`config.mk`:
```
export PLATFORM = sky130hd
export DESIGN_NAME = inta_sequencer
export DESIGN_NICKNAME = d
export VERILOG_FILES = /design/src/rtl/pic_pkg.sv /design/src/rtl/sync2.sv /design/src/rtl/inta_sequencer.sv
export SDC_FILE = /design/constraint.sdc
export NUM_CORES = 1
export LEC_CHECK = 0
export ABC_AREA = 1
export BUFFER_PORTS_ARGS = -buffer_cell sky130_fd_sc_hd__buf_2
export CORE_MARGIN = 4
export CORE_UTILIZATION = 45
export CTS_CLUSTER_DIAMETER = 120
export DETAILED_ROUTE_END_ITERATION = 8
export PLACE_DENSITY = 0.7
export SETUP_SLACK_MARGIN = 0.02
export SLEW_MARGIN = 20
export SYNTH_ARGS = -nofsm -noshare
export SYNTH_HDL_FRONTEND = slang
export SYNTH_SLANG_ARGS = --single-unit
```
`constraint.sdc`:
```
create_clock -name CLK -period 1.5 [get_ports CLK]
set_input_delay 0.075 -clock CLK [delete_from_list [all_inputs] [get_ports CLK]]
set_output_delay 0.075 -clock CLK [all_outputs]
set_load 0.1 [all_outputs]
```
`src/rtl/pic_pkg.sv`:
```
// Shared definitions for the PIC interface blocks: acknowledge-sequencer
// state encoding, default pulse timing and counter helpers.
package pic_pkg;

  // Acknowledge sequence: two NINTA pulses separated by a gap, then a
  // wait for the consumer to take the captured vector.
  typedef enum logic [2:0] {
    ST_IDLE   = 3'd0,
    ST_P1_LOW = 3'd1,
    ST_GAP    = 3'd2,
    ST_P2_LOW = 3'd3,
    ST_DONE   = 3'd4
  } inta_state_t;

  // Default pulse timing in CLK cycles (legal range 1..15).
  localparam int unsigned INTA_LOW_CYC_DEF = 3;
  localparam int unsigned INTA_GAP_CYC_DEF = 2;

  // Width of the shared phase down-counter and of the vector byte.
  localparam int CNT_W = 4;
  localparam int VEC_W = 8;

  // Counter preload for a phase lasting 'cycles' clocks; the phase ends
  // on the clock where the counter reads zero.
  function automatic logic [CNT_W-1:0] cnt_load(input int unsigned cycles);
    return CNT_W'(cycles - 1);
  endfunction

endpackage

```
`src/rtl/sync2.sv`:
```
// Two-flop synchronizer for a single asynchronous level input. Generic so
// it can also be placed on the individual IR request lines.
module sync2 (
  input  logic clk,
  input  logic rst_n,
  input  logic d,
  output logic q
);

  logic meta;

  // Shift the raw input through two flops; only q is used downstream.
  // NOTE: sequential state is written with <= so every flop samples the
  // pre-edge value of its source; with = the chain would collapse into one flop.
  always_ff @(posedge clk or negedge rst_n) begin
    if (!rst_n) begin
      meta <= 1'b0;
      q    <= 1'b0;
    end else begin
      meta <= d;
      q    <= meta;
    end
  end

endmodule

```
`src/rtl/inta_sequencer.sv`:
```
// Interrupt acknowledge sequencer: on a synchronized interrupt request with
// interrupts enabled, issues two NINTA pulses under LOCK, captures the
// vector byte the PIC drives during the second pulse, and holds it until
// the consumer acknowledges it.
//
// Pulse outputs are decoded from the state one clock late and come straight
// off flops, so NINTA/LOCK cannot glitch. The vector capture and VEC_VALID
// use the same one-clock offset, so observed at the pins a sequence looks
// like: state leaves IDLE (BUSY rises), next edge NINTA falls, and VEC_VALID
// rises on the edge that ends the second NINTA pulse.
module inta_sequencer
  import pic_pkg::*;
#(
  parameter int unsigned INTA_LOW_CYC = INTA_LOW_CYC_DEF,
  parameter int unsigned INTA_GAP_CYC = INTA_GAP_CYC_DEF
) (
  input  logic             CLK,
  input  logic             NRESET,
  input  logic             INT,
  input  logic             IF_EN,
  input  logic [VEC_W-1:0] D_IN,
  input  logic             VEC_ACK,
  output logic             NINTA,
  output logic             LOCK,
  output logic [VEC_W-1:0] VEC,
  output logic             VEC_VALID,
  output logic             BUSY
);

  localparam logic [CNT_W-1:0] LOW_LOAD = cnt_load(INTA_LOW_CYC);
  localparam logic [CNT_W-1:0] GAP_LOAD = cnt_load(INTA_GAP_CYC);

  inta_state_t      state, state_nxt;
  logic [CNT_W-1:0] cnt, cnt_nxt;
  logic             int_s;
  logic             ack_take;

  sync2 u_int_sync (
    .clk   (CLK),
    .rst_n (NRESET),
    .d     (INT),
    .q     (int_s)
  );

  // The consumer can only retire a vector that is actually presented.
  assign ack_take = (state == ST_DONE) && VEC_VALID && VEC_ACK;
  assign BUSY     = (state != ST_IDLE);

  // Next-state and shared phase-counter logic.
  // NOTE: every signal assigned here gets a default first, so no path
  // through the case leaves it unassigned and no latch is inferred.
  always_comb begin
    state_nxt = state;
    cnt_nxt   = cnt;
    unique case (state)
      ST_IDLE: begin
        if (int_s && IF_EN) begin
          state_nxt = ST_P1_LOW;
          cnt_nxt   = LOW_LOAD;
        end
      end
      ST_P1_LOW: begin
        if (cnt == '0) begin
          state_nxt = ST_GAP;
          cnt_nxt   = GAP_LOAD;
        end else begin
          cnt_nxt = cnt - 1'b1;
        end
      end
      ST_GAP: begin
        if (cnt == '0) begin
          state_nxt = ST_P2_LOW;
          cnt_nxt   = LOW_LOAD;
        end else begin
          cnt_nxt = cnt - 1'b1;
        end
      end
      ST_P2_LOW: begin
        if (cnt == '0) begin
          state_nxt = ST_DONE;
          cnt_nxt   = '0;
        end else begin
          cnt_nxt = cnt - 1'b1;
        end
      end
      ST_DONE: begin
        if (ack_take) begin
          state_nxt = ST_IDLE;
        end
      end
      default: begin
        state_nxt = ST_IDLE;
        cnt_nxt   = '0;
      end
    endcase
  end

  // State and counter registers.
  // NOTE: all control state is cleared by the asynchronous reset; there is
  // no storage array here that could be left unreset.
  always_ff @(posedge CLK or negedge NRESET) begin
    if (!NRESET) begin
      state <= ST_IDLE;
      cnt   <= '0;
    end else begin
      state <= state_nxt;
      cnt   <= cnt_nxt;
    end
  end

  // Registered pulse outputs, decoded from the current state.
  always_ff @(posedge CLK or negedge NRESET) begin
    if (!NRESET) begin
      NINTA <= 1'b1;
      LOCK  <= 1'b0;
    end else begin
      NINTA <= !((state == ST_P1_LOW) || (state == ST_P2_LOW));
      LOCK  <= (state == ST_P1_LOW) || (state == ST_GAP) || (state == ST_P2_LOW);
    end
  end

  // Vector capture on the edge that ends the second NINTA pulse; VEC holds
  // until the next capture, VEC_VALID drops on the accepting edge.
  always_ff @(posedge CLK or negedge NRESET) begin
    if (!NRESET) begin
      VEC       <= '0;
      VEC_VALID <= 1'b0;
    end else if ((state == ST_DONE) && !VEC_VALID) begin
      VEC       <= D_IN;
      VEC_VALID <= 1'b1;
    end else if (ack_take) begin
      VEC_VALID <= 1'b0;
    end
  end

endmodule
```
==> flow_metrics.env <==
export IMPL_synth_distinct_cells=17
export IMPL_hold_viol=0
export IMPL_syn_to_final_growth_pct=23.3
export IMPL_crit_family="buffers and inverters"
export IMPL_status="finished clean"
export IMPL_pin_count=25
export IMPL_dpl_worst_slack_ps=-7.45
export IMPL_yosysSeqAreaShare_pct=53.7
export IMPL_startpoint="state[2]"
export IMPL_min_from="D_IN[2]"
export IMPL_fillers=205
export IMPL_ys_seq_elements=20
export IMPL_via_per_inst=4.62
export IMPL_cts_made_buffers=3
export IMPL_tightest_slew_ps=498
export IMPL_cp_max_fo=7
export IMPL_fin_ws_ps=119
export IMPL_first_global_vias=720
export IMPL_drtPass1Iterations=4
export IMPL_die_area_um2=2870
export IMPL_synthesis_area_um2=935
export IMPL_relSlewSlack_pct=67.0
export IMPL_yosysWarnings=0
export IMPL_path_buf_inv=2
export IMPL_drive_gt1_share_pct=34.3
export IMPL_finalNetCount=151
export IMPL_die_h_um=53.6
export IMPL_slew_viol_final=0
export IMPL_root_buffer="clkbuf_4"
export IMPL_clk_latency_ps=290
export IMPL_start_util_pct=47.6
export IMPL_route_detailed_drc=0
export IMPL_final_area_um2=1150
export IMPL_end_kind="primary output"
export IMPL_coreArea_um2=1960
export IMPL_clkTransAtPathRegs_ps=100
export IMPL_reg2reg_depth=5
export IMPL_wire_per_inst_um=10.4
export IMPL_grt_overflow=0
export IMPL_antenna_found_initial=0
export IMPL_final_core_util_pct=58.7
export IMPL_post_cts_buffers=0
export IMPL_clock_skew_ps=0.984
export IMPL_path_depth=3
export IMPL_cap_violations=0
export IMPL_avgSynthCellArea_um2=8.82
export IMPL_post_dp_cell_area_um2=1070
export IMPL_grt_pass1_wl_mm=2.93
export IMPL_grt_use_total_pct=14.4
export IMPL_period_minus_slack_ps=1380
export IMPL_syn_instance_count=106
export IMPL_synth_nets=119
export IMPL_htree_levels=1
export IMPL_critPathSlowestCell="dfrtp_1"
export IMPL_rsz0062_at_grt="no"
export IMPL_dr_first_iter_drc_count=8
export IMPL_die_x_um=53.6
export IMPL_multi_input_comb_area_um2=349
export IMPL_hold_class="primary input to register"
export IMPL_holdPathStages=3
export IMPL_setup_viol=0
export IMPL_cts_tree="yes"
export IMPL_dp_hpwl_mm=1.28
export IMPL_grt_max_degree=21
export IMPL_diodes=0
export IMPL_worstSetupPathType="register to primary output"
export IMPL_drtAntennaViolNets=0
export IMPL_fp_row_count=16
export IMPL_regArea_um2=503
export IMPL_crit_chain="inv_1, nand2_1, clkbuf_4"
export IMPL_crit_arrival_ps=1310
export IMPL_fmax_ghz=0.724
export IMPL_crit_path_start_kind="register"
export IMPL_rr_startpoint="state[1]"
export IMPL_cts_path_max_buffers=2
export IMPL_routabilityCongestion=0.775
export IMPL_cts_num_sinks=20
export IMPL_period_share_pct=92.1
export IMPL_slowest_delay_ps=440
export IMPL_via_count=757
export IMPL_totalWireLength_mm=1.70
export IMPL_required_ps=1420
export IMPL_whs_ps=10.1
export IMPL_port_buffers=24
-- cell usage after synthesis, drive strengths merged --
master | n | area share (%)
a21bo | 1 | 1.1
a21boi | 1 | 0.80
a21oi | 1 | 0.53
buf | 2 | 3.3
dfrtp | 19 | 51
dfstp | 1 | 2.8
inv | 16 | 6.4
nand2 | 38 | 16
nand3 | 8 | 4.3
nand4 | 2 | 1.3
nor2 | 7 | 3.6
o21ai | 8 | 7.5
or2 | 2 | 1.3
-- area by class of cell --
| class | instances | share of cell area [%] |
|---|---|---|
| Timing Repair Buffer | 29 | 14.8 |
| Sequential cell | 20 | 43.6 |
| Multi-Input combinational cell | 68 | 30.3 |
| Inverter | 16 | 5.21 |
| Clock buffer | 4 | 3.15 |
| Tap cell | 27 | 2.93 |
-- placed cells by master, fill, tap and decap left out --
master,netlist,routed
nand2_1,35,35
buf_2,0,23
dfrtp_1,19,18
inv_1,16,16
o21ai_2,8,8
nand3_1,8,7
nor2_1,6,6
clkbuf_4,0,4
dlygate4sd3_1,0,4
nand2_2,3,3
nand4_1,2,2
dfstp_2,1,1
dfrtp_2,0,1
nor2_4,1,1
or2_4,0,1
nand3_2,0,1
a21oi_1,1,1
or2_2,1,1
a21boi_0,1,1
a21bo_2,1,1
clkbuf_8,0,1
buf_4,0,1
-- path summary, 6_finish.rpt --
| kind | end | slack, ps |
|---|---|---|
| max | BUSY | 120 |
| min | VEC[2] | 10 |
| max reg2reg | VEC[6] | 190 |
| min reg2reg | u_int_sync.q | 370 |
| max in group asynchronous | NINTA | 920 |
| min in group asynchronous | cnt[3] | 250 |
-- worst register-to-register path, cell delays in order, from the launching register on --
cell and delay (ps):
dfrtp_1 440, nor2_4 200, nand2_2 90, or2_4 330
nand2_1 100, o21ai_2 50
-- cell families after synthesis --
logic type	synth area share, %
buffers and inverters	9.77
and+or+nand+nor	26.6
AOI/OAI and AO/OA	9.91
DFF	53.7
-- state kept, by name (all words and copies together), names as in the netlist --
register	count
LOCK	1
u_int_sync.meta	1
state	3
VEC	8
NINTA	1
u_int_sync.q	1
VEC_VALID	1
cnt	4
-- stage by stage --
step	std cells	setup TNS [ps]
CTS	162	0
detailed placement	156	-19.2
finish	164	0
global placement	156	0
global route	164	0
floorplan	106	0
-- repair_timing --
item                                   in CTS  in global routing
setup endpoints to repair                   8                 10
resized for setup                           1                  3
endpoints found under the hold margin      20                  2
hold buffers                                2                  2
-- per-layer routing --
layer,wire (um),track usage (%)
met5,0,0
met2,855,23.5
met3,101,3.32
met4,34,7.66
met1,712,17.7
Power is not shown: default switching activity piles up to over one toggle a cycle in this logic, so the estimate is an artifact.
